--- src/rtl/pool_layer_param.sv ---
// pool_layer_param: parametrised 2-D max/average pooling engine.
// Reads a CHANNELS x IN_H x IN_W map from a synchronous-read buffer and
// writes a CHANNELS x OUT_H x OUT_W pooled map, one window at a time.
//
// Handshake: start is sampled only while idle; the accepting edge latches
// pool_mode/relu_en, raises busy and clears done. busy stays high until the
// edge that raises done; done then stays high until the next accepted start
// or reset. start while busy is ignored. Each output pixel is presented for
// exactly one cycle with out_map_write_en high (no back-pressure).
module pool_layer_param #(
    parameter int DATA_W    = 16,
    parameter int IN_H      = 26,
    parameter int IN_W      = 26,
    parameter int CHANNELS  = 1,
    parameter int POOL_LOG2 = 1,
    localparam int P          = 1 << POOL_LOG2,
    localparam int OUT_H      = IN_H / P,
    localparam int OUT_W      = IN_W / P,
    localparam int IN_ADDR_W  = $clog2(CHANNELS * IN_H * IN_W),
    localparam int OUT_ADDR_W = $clog2(CHANNELS * OUT_H * OUT_W)
) (
    input  logic                     clk,
    input  logic                     reset,
    input  logic                     start,
    input  logic                     pool_mode,
    input  logic                     relu_en,
    output logic [IN_ADDR_W-1:0]     in_map_addr,
    input  logic signed [DATA_W-1:0] in_map_pixel,
    output logic [OUT_ADDR_W-1:0]    out_map_addr,
    output logic signed [DATA_W-1:0] out_map_pixel,
    output logic                     out_map_write_en,
    output logic                     busy,
    output logic                     done
);

    localparam int PP        = P * P;
    localparam int AVG_SHIFT = 2 * POOL_LOG2;
    localparam int ACC_W     = DATA_W + AVG_SHIFT;
    localparam int TAP_W     = 2 * POOL_LOG2 + 1;
    localparam int CNT_W     = 16;

    typedef enum logic [2:0] {
        IDLE  = 3'd0,
        FETCH = 3'd1,
        DRAIN = 3'd2,
        WRITE = 3'd3,
        FIN   = 3'd4
    } state_t;

    // FSM observation point: current state, window tap and the two
    // terminal-count flags that steer the state transitions.
    typedef struct packed {
        state_t             state;
        logic [TAP_W-1:0]   tap;
        logic               tap_last;
        logic               win_last;
    } fsm_dbg_t;

    state_t                   state_q;
    state_t                   state_d;
    fsm_dbg_t                 fsm_dbg;

    logic [TAP_W-1:0]         tap_q;
    logic [CNT_W-1:0]         ch_q;
    logic [CNT_W-1:0]         orow_q;
    logic [CNT_W-1:0]         ocol_q;
    logic [OUT_ADDR_W-1:0]    out_cnt_q;

    logic                     mode_q;
    logic                     relu_q;
    logic                     first_q;
    logic signed [ACC_W-1:0]  acc_q;

    logic [IN_ADDR_W-1:0]     in_addr_hold_q;
    logic [OUT_ADDR_W-1:0]    out_addr_hold_q;
    logic signed [DATA_W-1:0] out_pix_hold_q;

    logic                     accept;
    logic                     fetch_act;
    logic                     absorb;
    logic                     write_act;

    logic [TAP_W-1:0]         tap_row;
    logic [TAP_W-1:0]         tap_col;
    logic [IN_ADDR_W-1:0]     fetch_addr;
    logic signed [ACC_W-1:0]  px_ext;
    logic signed [DATA_W-1:0] pooled;
    logic signed [DATA_W-1:0] result;

    // Collect the FSM view used both by the control logic and by checkers.
    always_comb begin
        fsm_dbg          = '0;
        fsm_dbg.state    = state_q;
        fsm_dbg.tap      = tap_q;
        fsm_dbg.tap_last = (tap_q == TAP_W'(PP - 1));
        fsm_dbg.win_last = (ch_q   == CNT_W'(CHANNELS - 1)) &&
                           (orow_q == CNT_W'(OUT_H - 1)) &&
                           (ocol_q == CNT_W'(OUT_W - 1));
    end

    // State register.
    always_ff @(posedge clk) begin
        if (reset) begin
            state_q <= IDLE;
        end else begin
            state_q <= state_d;
        end
    end

    // Next-state logic and per-state strobes.
    always_comb begin
        state_d   = state_q;
        accept    = 1'b0;
        fetch_act = 1'b0;
        absorb    = 1'b0;
        write_act = 1'b0;
        case (fsm_dbg.state)
            IDLE: begin
                if (start) begin
                    accept  = 1'b1;
                    state_d = FETCH;
                end
            end
            FETCH: begin
                fetch_act = 1'b1;
                // Tap 0's data only arrives next cycle, so nothing to absorb yet.
                absorb    = (fsm_dbg.tap != '0);
                if (fsm_dbg.tap_last) begin
                    state_d = DRAIN;
                end
            end
            DRAIN: begin
                absorb  = 1'b1;
                state_d = WRITE;
            end
            WRITE: begin
                write_act = 1'b1;
                state_d   = fsm_dbg.win_last ? FIN : FETCH;
            end
            FIN: begin
                state_d = IDLE;
            end
            default: begin
                state_d = IDLE;
            end
        endcase
    end

    // Input address of the current tap: channel-major, then row-major.
    always_comb begin
        tap_row    = fsm_dbg.tap >> POOL_LOG2;
        tap_col    = fsm_dbg.tap & TAP_W'(P - 1);
        fetch_addr = IN_ADDR_W'(32'(ch_q) * (IN_H * IN_W)
                              + (32'(orow_q) * P + 32'(tap_row)) * IN_W
                              + 32'(ocol_q) * P + 32'(tap_col));
    end

    // Window scan counters: tap inside the window, then column, row, channel.
    always_ff @(posedge clk) begin
        if (reset) begin
            tap_q     <= '0;
            ch_q      <= '0;
            orow_q    <= '0;
            ocol_q    <= '0;
            out_cnt_q <= '0;
        end else if (accept) begin
            tap_q     <= '0;
            ch_q      <= '0;
            orow_q    <= '0;
            ocol_q    <= '0;
            out_cnt_q <= '0;
        end else if (fetch_act) begin
            tap_q <= fsm_dbg.tap_last ? '0 : tap_q + TAP_W'(1);
        end else if (write_act) begin
            out_cnt_q <= out_cnt_q + OUT_ADDR_W'(1);
            if (ocol_q == CNT_W'(OUT_W - 1)) begin
                ocol_q <= '0;
                if (orow_q == CNT_W'(OUT_H - 1)) begin
                    orow_q <= '0;
                    ch_q   <= ch_q + CNT_W'(1);
                end else begin
                    orow_q <= orow_q + CNT_W'(1);
                end
            end else begin
                ocol_q <= ocol_q + CNT_W'(1);
            end
        end
    end

    // Sign-extend the returned pixel to the accumulator width.
    assign px_ext = ACC_W'(in_map_pixel);

    // Accumulator: first sample of a window loads directly, later samples
    // either add (average) or replace on a strictly greater value (max).
    always_ff @(posedge clk) begin
        if (reset) begin
            acc_q   <= '0;
            first_q <= 1'b0;
        end else if (accept || write_act) begin
            first_q <= 1'b1;
        end else if (absorb) begin
            first_q <= 1'b0;
            if (first_q) begin
                acc_q <= px_ext;
            end else if (mode_q) begin
                acc_q <= acc_q + px_ext;
            end else if (px_ext > acc_q) begin
                acc_q <= px_ext;
            end
        end
    end

    // Pooled value: the arithmetic shift floors toward minus infinity and the
    // mean always fits DATA_W, so the truncation is exact. ReLU comes last.
    always_comb begin
        pooled = mode_q ? DATA_W'(acc_q >>> AVG_SHIFT) : acc_q[DATA_W-1:0];
        result = (relu_q && pooled[DATA_W-1]) ? '0 : pooled;
    end

    // Hold registers keep the last driven address/pixel between active states.
    always_ff @(posedge clk) begin
        if (reset) begin
            in_addr_hold_q  <= '0;
            out_addr_hold_q <= '0;
            out_pix_hold_q  <= '0;
        end else begin
            if (fetch_act) begin
                in_addr_hold_q <= fetch_addr;
            end
            if (write_act) begin
                out_addr_hold_q <= out_cnt_q;
                out_pix_hold_q  <= result;
            end
        end
    end

    // Pass status and the mode bits frozen for the duration of a pass.
    always_ff @(posedge clk) begin
        if (reset) begin
            busy   <= 1'b0;
            done   <= 1'b0;
            mode_q <= 1'b0;
            relu_q <= 1'b0;
        end else if (accept) begin
            busy   <= 1'b1;
            done   <= 1'b0;
            mode_q <= pool_mode;
            relu_q <= relu_en;
        end else if (fsm_dbg.state == FIN) begin
            busy <= 1'b0;
            done <= 1'b1;
        end
    end

    assign in_map_addr      = fetch_act ? fetch_addr : in_addr_hold_q;
    assign out_map_write_en = write_act;
    assign out_map_addr     = write_act ? out_cnt_q : out_addr_hold_q;
    assign out_map_pixel    = write_act ? result : out_pix_hold_q;

endmodule

--- config.mk ---
export PLATFORM = sky130hd
export DESIGN_NAME = pool_layer_param
export DESIGN_NICKNAME = d
export VERILOG_FILES = /design/src/rtl/pool_layer_param.sv
export SDC_FILE = /design/constraint.sdc
export NUM_CORES = 1
export LEC_CHECK = 0
export ABC_AREA = 1
export CORE_ASPECT_RATIO = 1.75
export CORE_MARGIN = 2
export CORE_UTILIZATION = 40
export CTS_BUF_LIST = sky130_fd_sc_hd__clkbuf_4 sky130_fd_sc_hd__clkbuf_8
export DETAILED_ROUTE_END_ITERATION = 7
export GPL_TIMING_DRIVEN = 0
export PLACE_DENSITY = 0.56
export SYNTH_ARGS = -nofsm -noshare
export SYNTH_HDL_FRONTEND = slang
export SYNTH_SLANG_ARGS = --single-unit
--- constraint.sdc ---
create_clock -name clk -period 6.7 [get_ports clk]
set_input_delay 1.34 -clock clk [delete_from_list [all_inputs] [get_ports clk]]
set_output_delay 1.34 -clock clk [all_outputs]
set_load 0.1 [all_outputs]
Word-level counts from Yosys, hierarchy flattened
Index checks and enable logic that the tools add are counted.
W data, S select, Z words.
{"block": "word_totals", "reg_bits": 119, "in_bits": 21, "out_inout_bits": 37, "wordCells": 79}
{"block": "op_classes", "addsub": 10, "n_mul": 2, "order_cmp": 1, "eq_ne": 9, "n_mux": 24, "bitwise_logic": 2, "n_reduce_logical": 16}
{"op": "$mux W16", "count": 5}
{"op": "$mux W18", "count": 3}
{"op": "$add A16 B1 Y16 const B", "count": 3}
{"op": "$eq A16 B4 Y1 const B", "count": 2}
{"op": "$add A10 B10 Y10", "count": 2}
{"op": "$add A17 B2 Y18", "count": 1}
{"op": "$add A18 B16 Y18", "count": 1}
{"op": "$gt A16 B18 Y1", "count": 1}
{"op": "$mul A18 B4 Y9 const B", "count": 1}
{"op": "$logic_not A16 Y1", "count": 1}
{"op": "$mul A16 B8 Y8 const B", "count": 1}
{"op": "$mux W3", "count": 4}
{"op": "$pmux W3 S4", "count": 1}
{"op": "$add A10 B1 Y10", "count": 1}
{"op": "$mux W10", "count": 1}
{"op": "$eq A3 B2 Y1 const B", "count": 3}
{"op": "$add A8 B1 Y8 const B", "count": 1}
{"op": "$mux W1", "count": 8}
{"op": "$mux W8", "count": 1}
{"op": "$reduce_and A3 Y1", "count": 2}
{"op": "$reduce_bool A3 Y1", "count": 2}
{"op": "$ne A2 B2 Y1 const B", "count": 2}
{"op": "$reduce_and A2 Y1", "count": 2}
{"op": "$reduce_and A4 Y1", "count": 1}
{"op": "other kinds (10)", "count": 14}

Longest topological paths before layout
{"block": "logic_depth", "depth_word": 6, "mapped_depth": 27, "ltp_nobuf": 27}

Least setup slack after synthesis
OpenSTA, ideal clock, no wires.
{"block": "synth_path", "path_type": "reg2out", "startpoint": "reg orow_q[0]", "endpoint": "out in_map_addr[6]", "arrival_time_ns": 5.473, "required_ns": 5.360, "path_slack_ns": -0.113, "stages_incl_launch_ff": 16, "cell_sequence": "dfxtp_1 ha_1 nand2_1 inv_1 nor2_1 ha_1 fa_1 inv_1 fa_1 fa_1 inv_1 ha_1 inv_1 o21ai_0 nor2_1 o21ai_0"}
{"block": "synth_between", "elab_chain_len": 6}
{"element": "start, declared", "line": "65", "source": "logic [CNT_W-1:0] orow_q;"}
{"element": "start signal, assigned", "line": "182", "source": "orow_q <= orow_q + CNT_W'(1);"}
{"element": "$add A17 B2 Y18", "line": "154", "source": "+ (32'(orow_q) * P + 32'(tap_row)) * IN_W"}
{"element": "$mul A18 B4 Y9", "line": "154"}
{"element": "$add A10 B10 Y10", "line": "154"}
{"element": "$add A10 B10 Y10", "line": "155", "source": "+ 32'(ocol_q) * P + 32'(tap_col));"}
{"element": "$add A10 B1 Y10", "line": "155"}
{"element": "$mux W10"}
{"element": "end, declared", "line": "27", "source": "output logic [IN_ADDR_W-1:0] in_map_addr,"}
No other way between the ends.

Worst setup path in the final report
{"block": "layout_path", "startpoint": "reg orow_q[0]", "endpoint": "out in_map_addr[9]"}
The elaborated chain is that of the path after synthesis.

==> results.ini <==
[run_status]
status=complete, no violations

[yosys]
yosys.area.top_type_share_pct=26.6
syn_avg_cell_area_um2=6.60
synth_async_sr_flop_share_pct=0
syn-num-nets=1468
yosys.area.top_type=dfxtp_1
ys_types=45
synth-seq-cells=119
synthCells=1356
synth_ff_type=dfxtp_1
ys_warn_count=0
synth_edf_count=0
netlist_top_cells_area=dfxtp_1 (27%), nand2_1 (14%), ha_1 (10%)
synth.yosys.seq_area_share_pct=26.6
synth_area_mm2=0.00895

[layout]
area_delta_synth_final_pct=16.4
fillers=2379
drive_above_1_share_pct=7.54
nets=1544
post-route-cell-area_mm2=0.0104
antennaDiodeCount=0

[critical_path]
crit_buf_inv=4
worstReg2RegEnd=in_addr_hold_q[9]
cpPeakStageDelay_ns=0.53
worstPathCellList=ha_1 -> ha_2 -> xor2_2 -> ha_1 -> inv_1 -> fa_1 -> inv_1 -> ha_4 -> nand2_1 -> o21ai_1 -> xor2_1 -> fa_1 -> ha_4 -> nand2_1 -> or2_2 -> nand3_1 -> nand3_1 -> nand2_1 -> inv_1 -> nand2_1 -> nand3_1 -> nand2_2 -> buf_12
critPathLaunchType=register
cp_top_family=adder cells
worstPathRequired_ns=5.36
cpMaxStageDelayCell=fa_1
r2r_start=orow_q[0]
cp.arrival_ns=5.07
endpoint_kind=output pin
rrSetupSlack_ns=2.16
cp_common_cell=nand2_1
worstSetupPathType=reg2out
cp_max_fo=9
ff2ff_path_depth=22

[cts]
cts_root_buf=clkbuf_8
clk_transition_reported_paths_ns=0.08
cts_setup_buffers=0
cts-htree-levels=4
cts_tree=built
cts_max_path_buffers=2
cts_sinks=119
holdBufCountCts=0
clock_latency_ns=0.45
cts_buffers=17

[timing]
max_freq_ghz=0.156
skew_ns=0.0141
rsz0062_at_grt=no
setup_tns_ns=0
drv_slew=0
finalCriticalPeriod_ns=6.41
setup_slack_ns=0.294
relSlewSlack_pct=31.1
tightest_slew_ns=1.03
fin_crit_sh_pct=95.6
hold_viol_final=0
setup_viol=0

[placement]
pre_cts_ws_ns=-0.587
io_buffers=57
place_area_mm2=0.00989
gp_congestion=0.979
hpwl_um=23200

[power]
p_seq_share_pct=35.0
vdd_ir_drop_max_mv=0.109
power_density_mw_per_mm2=210
p_leak_nw=4.80
power_frac_clock_pct=32.8
internal_power_w=0.00133
switching_share_pct=38.9
p_switching_w=0.000850
combPwrFrac_pct=32.1

[route]
avgRoutedWirePerCell_um=16.3
drt_iter0_markers=368
routed_wl_um=28400
ant_nets=0
via_per_inst=5.07
first_pass_iters=5
vias=8823
drcViolationCount=0

[min_path]
whs_path_depth=2
hold_path.startpoint=busy
hp-class=reg2reg
holdPathEnd=busy

[grt]
grt_use_total_pct=24.8
grt_max_degree=17
grt_first_pass_wirelength_um=44400
grt.overflow.total=0
grt_pass1_vias=8815
antenna_found_initial=0

[run]
cap_violations=0

[floorplanning]
core_area_mm2=0.0221
die_h_um=202
die_x_um=117
num_rows=72
initial_utilization_pct=40.5
pin_count=58
dieArea_mm2=0.0236

[stage by stage]
step | utilization (%) | std cells | hold slack [ns] | total power, W
after floorplan | - | 1356 | 0.445 | 0.00129
after global placement | 44.8 | 1709 | 0.447 | 0.00148
after detailed placement | 44.8 | 1709 | 0.452 | 0.00148
after CTS | 46.9 | 1741 | 0.464 | 0.00221
after global routing | 47.2 | 1741 | 0.492 | 0.00230
final | 47.2 | 1741 | 0.464 | 0.00218
[logic make-up (layout without fill, tap and decap cells)]
| logic type | after synthesis | count (layout) | share of synthesized area, % |
|---|---|---|---|
| muxes | 3 | 3 | 0.336 |
| and+or+nand+nor | 664 | 664 | 32.5 |
| xor gates and xnor gates | 36 | 36 | 3.52 |
| buffers and inverters | 250 | 339 | 10.7 |
| DFF | 119 | 119 | 26.6 |
| AOI/OAI and AO/OA | 193 | 193 | 12.2 |
| adders and majority gates | 91 | 91 | 14.1 |
[Yosys cell counts (all sizes together) (10+ instances only)]
master and number:
nand2 334, inv 216, nor2 146, dfxtp 119
a21oi 103, ha 75, nand3 75, o21ai 52
nor3 36, xor2 30, nand4 29, clkbuf 24
or2 17, fa 16, o2111ai 15, nor4 14
buf 10
[worst max-delay path by stage]
stage               from             end  cells after the start
2_1_floorplan  orow_q[0]  in_map_addr[5]                     14
3_3_place_gp   orow_q[0]  in_map_addr[9]                     23
3_5_place_dp   orow_q[0]  in_map_addr[9]                     23
4_1_cts        orow_q[0]  in_map_addr[9]                     23
5_1_grt        orow_q[0]  in_map_addr[9]                     23
6_report       orow_q[0]  in_map_addr[9]                     23
[final cells by class]
| cell class | count | area [µm²] | share of cell area, % |
|---|---|---|---|
| multi-input combinational | 987 | 5700 | 54.7 |
| sequential | 119 | 2390 | 22.9 |
| inverter | 216 | 811 | 7.78 |
| timing repair buffer | 57 | 579 | 5.56 |
| tap | 296 | 370 | 3.55 |
| clock buffer | 21 | 283 | 2.71 |
| buffer | 34 | 150 | 1.44 |
| clock inverter | 11 | 145 | 1.39 |
[timing repair]
item	CTS	global route
resized for setup	21	13
endpoints found under the hold margin	0	0
pin swaps	0	3
endpoints found under the setup margin	5	3
[worst reg2reg max path, delay by kind of cell, from the launching register on]
family | cells | cell delay [ns]
adder cells (fa/ha/maj) | 7 | 2.31
AND/OR/NAND/NOR | 8 | 0.90
flip-flops | 1 | 0.39
XOR/XNOR | 2 | 0.39
AO/OA/AOI/OAI | 2 | 0.29
buffers and inverters | 3 | 0.17
[layout by cell type (no fill, tap or decap), types with 28 or more instances in the layout]
cell type	instances
clkdlybuf4s50_1	52
nand4_1	29
xor2_1	28
nor2_1	142
inv_1	200
nand3_1	72
o21ai_0	47
nand2_1	327
a21oi_1	103
nor3_1	31
ha_1	69
dfxtp_1	117
[per-layer routing]
metal	vias to the layer above	track usage (%)	wire (µm)
li1	4512	-	-
met2	177	49.5	16200
met3	75	3.93	855
met1	4059	22.4	9710
met5	-	0	0
met4	0	13.7	1590
[registers in the layout, indices dropped and copies added (netlist names)]
register	cells
acc_q	18
ch_q	16
ocol_q	16
orow_q	16
out_pix_hold_q	16
in_addr_hold_q	10
out_addr_hold_q	8
out_cnt_q	8
state_q	3
tap_q	3
busy	1
done	1
first_q	1
mode_q	1
relu_q	1
[power groups by stage]
stage	combinational [W]	sequential (W)	clock (W)
finish	0.000702	0.000765	0.000717
global route	0.000768	0.000770	0.000761
CTS	0.000704	0.000765	0.000736
detailed placement	0.000702	0.000782	0
global placement	0.000700	0.000781	0
floorplan	0.000506	0.000781	0
Note: power is estimated with default switching activity, not from simulation.
